## src/rtl/reg_bank_incdec.sv

```systemverilog
// Counter/pointer register bank: DEPTH registers of WIDTH bits with one load
// port, one inc/dec port, two combinational read ports, a zero flag on port A,
// a one-cycle carry/borrow pulse and a sticky overflow flag.
module reg_bank_incdec #(
  parameter int unsigned WIDTH     = 6,
  parameter int unsigned DEPTH     = 4,
  parameter int unsigned SAT       = 0,
  parameter logic [WIDTH-1:0] RESET_VAL = '0,
  localparam int unsigned AW       = (DEPTH > 1) ? $clog2(DEPTH) : 1
) (
  input  logic             clk,
  input  logic             rst,
  input  logic             set,
  input  logic [AW-1:0]    wsel,
  input  logic [WIDTH-1:0] D,
  input  logic             inc,
  input  logic             dec,
  input  logic [AW-1:0]    isel,
  input  logic             clr_ovf,
  input  logic [AW-1:0]    rsel_a,
  output logic [WIDTH-1:0] Q_a,
  input  logic [AW-1:0]    rsel_b,
  output logic [WIDTH-1:0] Q_b,
  output logic             zero_a,
  output logic             cy,
  output logic             ovf
);

  // One extra bit so DEPTH itself is representable when DEPTH is a power of two.
  localparam logic [AW:0] DepthW = DEPTH[AW:0];

  logic [WIDTH-1:0] regs_q [DEPTH];

  logic             wsel_ok;
  logic             isel_ok;
  logic             load_hits_isel;
  logic             step_en;
  logic [WIDTH-1:0] cur;
  logic             at_max;
  logic             at_min;
  logic             step_evt;
  logic [WIDTH-1:0] step_val;

  // Address range checks; only matter for non-power-of-two DEPTH.
  always_comb begin
    wsel_ok        = ({1'b0, wsel} < DepthW);
    isel_ok        = ({1'b0, isel} < DepthW);
    load_hits_isel = set && wsel_ok && (wsel == isel);
  end

  // Read muxes and the inc/dec operand; unmapped addresses read as zero.
  always_comb begin
    Q_a = '0;
    Q_b = '0;
    cur = '0;
    for (int unsigned i = 0; i < DEPTH; i++) begin
      if (rsel_a == AW'(i)) Q_a = regs_q[i];
      if (rsel_b == AW'(i)) Q_b = regs_q[i];
      if (isel == AW'(i))   cur = regs_q[i];
    end
    zero_a = (Q_a == '0);
  end

  // Inc/dec result and boundary event; a load to the same register cancels it.
  always_comb begin
    step_en  = (inc ^ dec) && isel_ok && !load_hits_isel;
    at_max   = (cur == {WIDTH{1'b1}});
    at_min   = (cur == '0);
    step_evt = 1'b0;
    step_val = cur;
    if (step_en) begin
      if (inc) begin
        step_evt = at_max;
        if (at_max) step_val = (SAT != 0) ? cur : '0;
        else        step_val = cur + WIDTH'(1);
      end else begin
        step_evt = at_min;
        if (at_min) step_val = (SAT != 0) ? cur : {WIDTH{1'b1}};
        else        step_val = cur - WIDTH'(1);
      end
    end
  end

  // Register bank update: reset, then load, then inc/dec on a different entry.
  always_ff @(posedge clk) begin
    for (int unsigned i = 0; i < DEPTH; i++) begin
      if (rst) begin
        regs_q[i] <= RESET_VAL;
      end else if (set && (wsel == AW'(i))) begin
        regs_q[i] <= D;
      end else if (step_en && (isel == AW'(i))) begin
        regs_q[i] <= step_val;
      end
    end
  end

  // Event flags: cy is a single-cycle pulse, ovf is sticky until cleared.
  always_ff @(posedge clk) begin
    if (rst) begin
      cy  <= 1'b0;
      ovf <= 1'b0;
    end else begin
      cy  <= step_evt;
      ovf <= step_evt | (ovf & ~clr_ovf);
    end
  end

endmodule

```

## config.mk

```make
export PLATFORM = sky130hd
export DESIGN_NAME = reg_bank_incdec
export DESIGN_NICKNAME = d
export VERILOG_FILES = /design/src/rtl/reg_bank_incdec.sv
export SDC_FILE = /design/constraint.sdc
export NUM_CORES = 1
export LEC_CHECK = 0
export CORE_MARGIN = 8
export CORE_UTILIZATION = 55
export CTS_BUF_LIST = sky130_fd_sc_hd__clkbuf_8
export CTS_CLUSTER_DIAMETER = 120
export DETAILED_ROUTE_END_ITERATION = 6
export PLACE_DENSITY = 0.83
export SYNTH_ARGS = -nofsm -noshare
export SYNTH_HDL_FRONTEND = slang
export SYNTH_SLANG_ARGS = --single-unit
```

## constraint.sdc

```tcl
create_clock -name clk -period 3.1 [get_ports clk]
set_input_delay 0.465 -clock clk [delete_from_list [all_inputs] [get_ports clk]]
set_output_delay 0.465 -clock clk [all_outputs]
set_load 0.1 [all_outputs]
```

==> results by group, run 1 <==
Power
  • Leakage: 0.000948 µW
  • Total chip power: 1270 µW
  • Pwr/cell area: 487 nW/µm²
  • IR Drop Worst-Case VDD: 221 µV

Synth
  • Post-Synthesis Cells: 185
  • Async set-reset flop share out of synthesis: 0%
  • Largest cells by area after synthesis: edfxtp_1 (36%), mux4_2 (20%), o21ai_0 (4.5%)
  • Syn_nets: 208
  • Post-synth top area cell: edfxtp_1
  • Synth cell types: 42
  • Seq/Total Area, Yosys: 38.1%
  • Avg Cell Area, Syn: 10.8 µm²
  • Post-synth top area share: 36.1%
  • Post-synth EDFFs: 24
  • Ys flop type: edfxtp_1
  • Syn Std Cell Area: 2000 µm²
  • Synth Register Bits: 26
  • Yosys warns: 0

Placement
  • Dpl cell area: 2520 µm²
  • Placed cells: 281
  • DP HPWL: 4970 µm
  • GPL Wtd Cong: 0.882
  • Dpl ws: -0.114 ns
  • Port Buffers: 34

Clocking
  • CTS Hold Buffers Added: 0
  • Clk root buf: clkbuf_8
  • CTS tree: yes
  • Clk sinks: 26
  • Clock Pin Slew Worst Setup and Hold Paths: 0.09 ns
  • CTS Buf Count: 3
  • Worst skew pair latency: 0.28 ns
  • Clock tree buffer depth: 2
  • H-tree level count: 1

Final layout
  • Fin util: 72.6%
  • P&R area growth vs syn: 30.2%
  • Final #Nets: 261
  • Diode count: 0
  • Non-filler cells, final: 285
  • Share of cells above drive strength 1: 28.7%
  • Fin area: 2600 µm²

GRT
  • First-pass GRT wire length: 10400 µm
  • GRT Total Usage: 22.1%
  • Number of global-route vias before repair: 2064
  • Initial antenna violation count: 0
  • Largest net degree at the start of global routing: 16
  • Total grt overflow: 0

STA
  • RSZ-0062 raised after global routing: false
  • Slew Viols, Final: 0
  • Worst-case clock skew: 0.00286 ns
  • Worst Tran Pin Value: 1.07 ns
  • Final Hold Viols: 0
  • Slew headroom: 28.3%
  • Minimum clock period after layout: 2.99 ns
  • Fin crit share: 96.6%
  • Fmax achieved: 334 MHz
  • Final worst slack: 0.106 ns
  • Final setup vio count: 0

Worst setup path
  • Crit Path Category: input pin to output port
  • CP endpoint kind: output port
  • Arr. time, crit path: 2.53 ns
  • CP Max Fanout: 6
  • CP required: 2.63 ns
  • Critical Path Source Type: input pin

Min path
  • Tightest Hold Check Type: register to register

Run
  • Max-Cap Viols: 0

Routing
  • Drt via density: 6.74
  • Drt initial violations: 212
  • Routed Antenna Nets: 0
  • Drt drc: 0
  • Drt wl/cell: 22.6 µm
  • Drt total wl: 6430 µm
  • Via count: 1921
  • DRT Pass-1 Iters: 5

Floorplanning
  • Starting Density: 55.8%
  • Die X: 76.2 µm
  • Row count: 22
  • I/O pins: 35
  • Die height: 76.2 µm
  • Die area: 5810 µm²
  • Core area: 3580 µm²

Outcome
  • Outcome: complete, no violations
==> worst max-delay path, cell delays in order <==
cell and delay (ns):
clkdlybuf4s50_1 0.68, mux4_2 0.40, or4_4 0.55, nor3_4 0.22
buf_12 0.20
==> logic make-up after synthesis <==
logic type                 after synthesis  share of synthesized area, %
muxes                                   18                          20.3
DFF                                     26                          38.1
xor gates and xnor gates                 7                          3.07
AOI/OAI and AO/OA                       50                          15.9
adders and majority gates                3                          1.88
and+or+nand+nor                         69                          18.0
buffers and inverters                   12                          2.76
==> final timing paths <==
kind	startpoint	cells after the start	slack, ns	end
setup reg to reg	regs_q[3][1]	8	0.63	regs_q[1][3]
hold reg to reg	ovf	2	0.63	ovf
hold / removal	ovf	2	0.63	ovf
setup / recovery	rsel_a[1]	5	0.11	zero_a
==> routing by layer <==
layer	vias to the layer above	share of wire, %	wire length [µm]	track usage [%]
li1	834	-	-	-
met1	898	33	2150	22.9
met2	157	51	3260	38.0
met3	32	11	695	7.08
met4	0	5.0	322	13.1
met5	-	0	0	0
==> cell usage after synthesis, drive strengths merged, types with 5 or more instances <==
cell type / n
a21oi: 6
clkbuf: 5
edfxtp: 24
mux4: 18
nand2: 24
nand3: 5
nor2: 7
nor3: 9
o21ai: 22
o31ai: 5
or3: 5
xnor2: 6
==> layout by cell type (no fill, tap or decap), types with 5 or more instances in the layout <==
cell type        netlist  final
xnor2_1                6      6
nor3_1                 9      8
edfxtp_1              24     24
o21ai_0               18     18
nor2_1                 7      7
buf_4                  0     35
clkdlybuf4s50_1        0     18
nand2_1               24     24
a21oi_1                5      5
mux4_2                18     18
nand3_1                5      5
==> per-stage QoR <==
step | hold slack, ns | setup TNS, ns
2_1_floorplan | 0.650 | -0.165
3_3_place_gp | 0.599 | 0
3_5_place_dp | 0.611 | -0.681
4_1_cts | 0.642 | 0
5_1_grt | 0.712 | 0
6_report | 0.627 | 0
==> flip-flops by register name (all words and copies together) (netlist names) <==
signal  count
cy          1
ovf         1
regs_q     24
==> layout make-up <==
class	count	area [µm²]
timing repair buffer	56	492
clock buffer	3	41.3
clock inverter	1	30.0
inverter	4	15.0
multi-input combinational	147	1200
fill	251	980
sequential	26	761
tap	48	60.1
==> where the power goes <==
| group | switching [µW] | total [µW] | internal [µW] |
|---|---|---|---|
| clock | 113 | 286 | 173 |
| sequential | 24.0 | 439 | 415 |
| combinational | 345 | 541 | 196 |
| total | 482 | 1270 | 785 |
==> repair_timing <==
action,4_1_cts,5_1_grt
setup endpoints to repair,1,1
resized for setup,1,1
buffers inserted,0,0
(Power assumes the default switching activity.)
==> run 2, diff against run 1 <==
==> constraint.sdc (replaced) <==
create_clock -name clk -period 3.1 [get_ports clk]
set_input_delay 0.62 -clock clk [delete_from_list [all_inputs] [get_ports clk]]
set_output_delay 0.62 -clock clk [all_outputs]
set_load 0.1 [all_outputs]
==> run 2 against run 1 <==
Via count up 4.3%. Critical endpoint is now regs_q[3][3]. First-iteration DRC count down 15%. Clock power down 22%. Maximum frequency down 1.8%.
==> results by group, run 2 (synthesis results as in run 1) <==
Outcome
  • Outcome: complete, no violations (unchanged)

Worst setup path
  • Crit path from: isel[1] (was rsel_a[1])
  • Slowest cell delay on critical path: 0.74 ns (was 0.68 ns)
  • CP required: 3.11 ns (was 2.63 ns)
  • R2R Path End: regs_q[3][2] (was regs_q[1][3])
  • Worst r2r src: regs_q[3][1] (unchanged)
  • CP Depth: 9 (was 5)
  • Worst path slowest cell: clkdlybuf4s50_1 (unchanged)
  • Crit path buf inv count: 3 (was 2)
  • Reg2Reg Depth: 7 (was 8)
  • Critical Path End: regs_q[3][3] (was zero_a)
  • CP cell instances: clkdlybuf4s50_1 > mux4_2 > inv_1 > buf_4 > ha_1 > nand2b_1 > o21ai_0 > o221ai_1 > o21ai_1 (was clkdlybuf4s50_1 > mux4_2 > or4_4 > nor3_4 > buf_12)
  • Arr. time, crit path: 3.06 ns (was 2.53 ns)
  • CP endpoint kind: register (was output port)
  • CP Max Fanout: 7 (was 6)
  • Crit Path Category: input pin to register (was input pin to output port)
  • Worst reg2reg setup slack: 0.66 ns (was 0.63 ns)
  • Crit path max-delay family: buffers and inverters (unchanged)
  • Critical Path Source Type: input pin (unchanged)

Final layout
  • Sequential cell area: 761 µm² (unchanged)
  • Share of cells above drive strength 1: 33.2% (was 28.7%)
  • Most frequent cells in the layout: buf_4 (37), nand2_1 (24), edfxtp_1 (24) (was buf_4 (35), nand2_1 (24), edfxtp_1 (24))
  • Final #Nets: 274 (was 261)
  • Area of the multi-input gates: 1210 µm² (was 1200 µm²)
  • P&R area growth vs syn: 41.4% (was 30.2%)
  • Largest regs: regs_q x24, cy x1, ovf x1 (unchanged)
  • Top reg by flops: regs_q (unchanged)
  • Diode count: 0 (unchanged)
  • Fillers: 232 (was 251)
  • Max reg flops: 24 (unchanged)
  • Commonest non-fill, non-tap cell in the layout: buf_4 (unchanged)

Placement
  • Port Buffers: 34 (unchanged)
  • DP HPWL: 5060 µm (was 4970 µm)
  • GPL Wtd Cong: 0.905 (was 0.882)

Routing
  • Routed Antenna Nets: 0 (unchanged)
  • Drt total wl: 6260 µm (was 6430 µm)
  • Drt initial violations: 180 (was 212)
  • Drt drc: 0 (unchanged)
  • Drt via density: 6.72 (was 6.74)
  • DRT Pass-1 Iters: 5 (unchanged)
  • Via count: 2003 (was 1921)
  • Drt wl/cell: 21.0 µm (was 22.6 µm)

Clocking
  • CTS Hold Buffers Added: 0 (unchanged)
  • CTS tree: yes (unchanged)
  • Worst skew pair latency: 0.27 ns (was 0.28 ns)
  • CTS Buf Count: 3 (unchanged)
  • Clk sinks: 26 (unchanged)
  • Clk root buf: clkbuf_8 (unchanged)
  • H-tree level count: 1 (unchanged)
  • Clock tree buffer depth: 2 (unchanged)
  • Setup repair bufs after CTS: 0 (unchanged)
  • Post_cts resized: 3 (was 1)
  • Clock Pin Slew Worst Setup and Hold Paths: 0.09 ns (about the same)

STA
  • Worst Hold Slack: 0.661 ns (was 0.627 ns)
  • Worst-case clock skew: 0.00555 ns (was 0.00286 ns)
  • Worst Tran Pin Value: 0.826 ns (was 1.07 ns)
  • Minimum clock period after layout: 3.05 ns (was 2.99 ns)
  • Final Hold Viols: 0 (unchanged)
  • Slew Viols, Final: 0 (unchanged)
  • Fmax achieved: 328 MHz (was 334 MHz)
  • Final setup vio count: 0 (unchanged)
  • RSZ-0062 raised after global routing: false (unchanged)
  • Slew headroom: 44.5% (was 28.3%)
  • Fin crit share: 98.4% (was 96.6%)

GRT
  • Largest net degree at the start of global routing: 15 (was 16)
  • Initial antenna violation count: 0 (unchanged)
  • First-pass GRT wire length: 9620 µm (was 10400 µm)
  • GRT Total Usage: 20.2% (was 22.1%)
  • Number of global-route vias before repair: 1942 (was 2064)
  • Total grt overflow: 0 (unchanged)

Run
  • Max-Cap Viols: 0 (unchanged)

Floorplanning
  • Starting Density: 55.8% (unchanged)
  • Die area: 5810 µm² (unchanged)
  • I/O pins: 35 (unchanged)
  • Core area: 3580 µm² (unchanged)
  • Die X: 76.2 µm (unchanged)
  • Row count: 22 (unchanged)
  • Die height: 76.2 µm (unchanged)

Power
  • Pwr/cell area: 456 nW/µm² (was 487 nW/µm²)
  • IR Drop Worst-Case VDD: 323 µV (was 221 µV)
  • Leakage: 0.00106 µW (was 0.000948 µW)
  • Total chip power: 1290 µW (was 1270 µW)

Min path
  • Tightest Hold Check Type: register to register (unchanged)
  • Worst hold stages: 2 (unchanged)
## run 2: cell type report
cell class              instances  share of cell area, %
well taps                      48                   2.13
multi-input cells             147                   42.7
clock buffers                   4                   1.95
repair buffers                 69                   25.7
inverters                       4                  0.532
flip-flops and latches         26                   27.0
## run 2: stage by stage
| stage | area (µm²) | setup WS [ns] | TNS, ns | utilization, % | instances |
|---|---|---|---|---|---|
| after floorplan | 2030 | -0.475 | -0.475 | - | 185 |
| after global placement | 2760 | -0.262 | -1.10 | 77.1 | 294 |
| after detailed placement | 2760 | -0.270 | -2.84 | 77.1 | 294 |
| after CTS | 2810 | 0.0272 | 0 | 78.6 | 298 |
| after global routing | 2820 | 0.000866 | 0 | 78.8 | 298 |
| final | 2820 | 0.0504 | 0 | 78.8 | 298 |
## run 2: worst reg2reg max path, cell delays in order, from the launching register on
cell	delay, ns
edfxtp_1	0.43
mux4_2	0.54
ha_1	0.25
buf_4	0.15
xnor2_1	0.25
nor3_1	0.07
o211ai_1	0.31
o21ai_0	0.16
## run 2: how the worst min path moves through the flow
stage                     startpoint      endpoint  slack, ns
after floorplan                 D[5]  regs_q[0][5]       0.81
after global placement           ovf           ovf       0.60
after detailed placement         ovf           ovf       0.61
after CTS                        ovf           ovf       0.65
after global routing             ovf           ovf       0.70
final                            ovf           ovf       0.66
## run 2: where the power goes
| group | internal [µW] | total (µW) | switching [µW] |
|---|---|---|---|
| clock | 114 | 222 | 108 |
| combinational | 265 | 626 | 361 |
| sequential | 415 | 440 | 24.5 |
## run 2: per-layer routing
metal / vias up / GRT usage, % / part of all wire (%)
met1: 952 / 22.9 / 36
met4: 0 / 10.0 / 4.3
met5: - / 0 / 0
met3: 26 / 3.54 / 9.0
li1: 863 / - / -
met2: 162 / 35.6 / 51
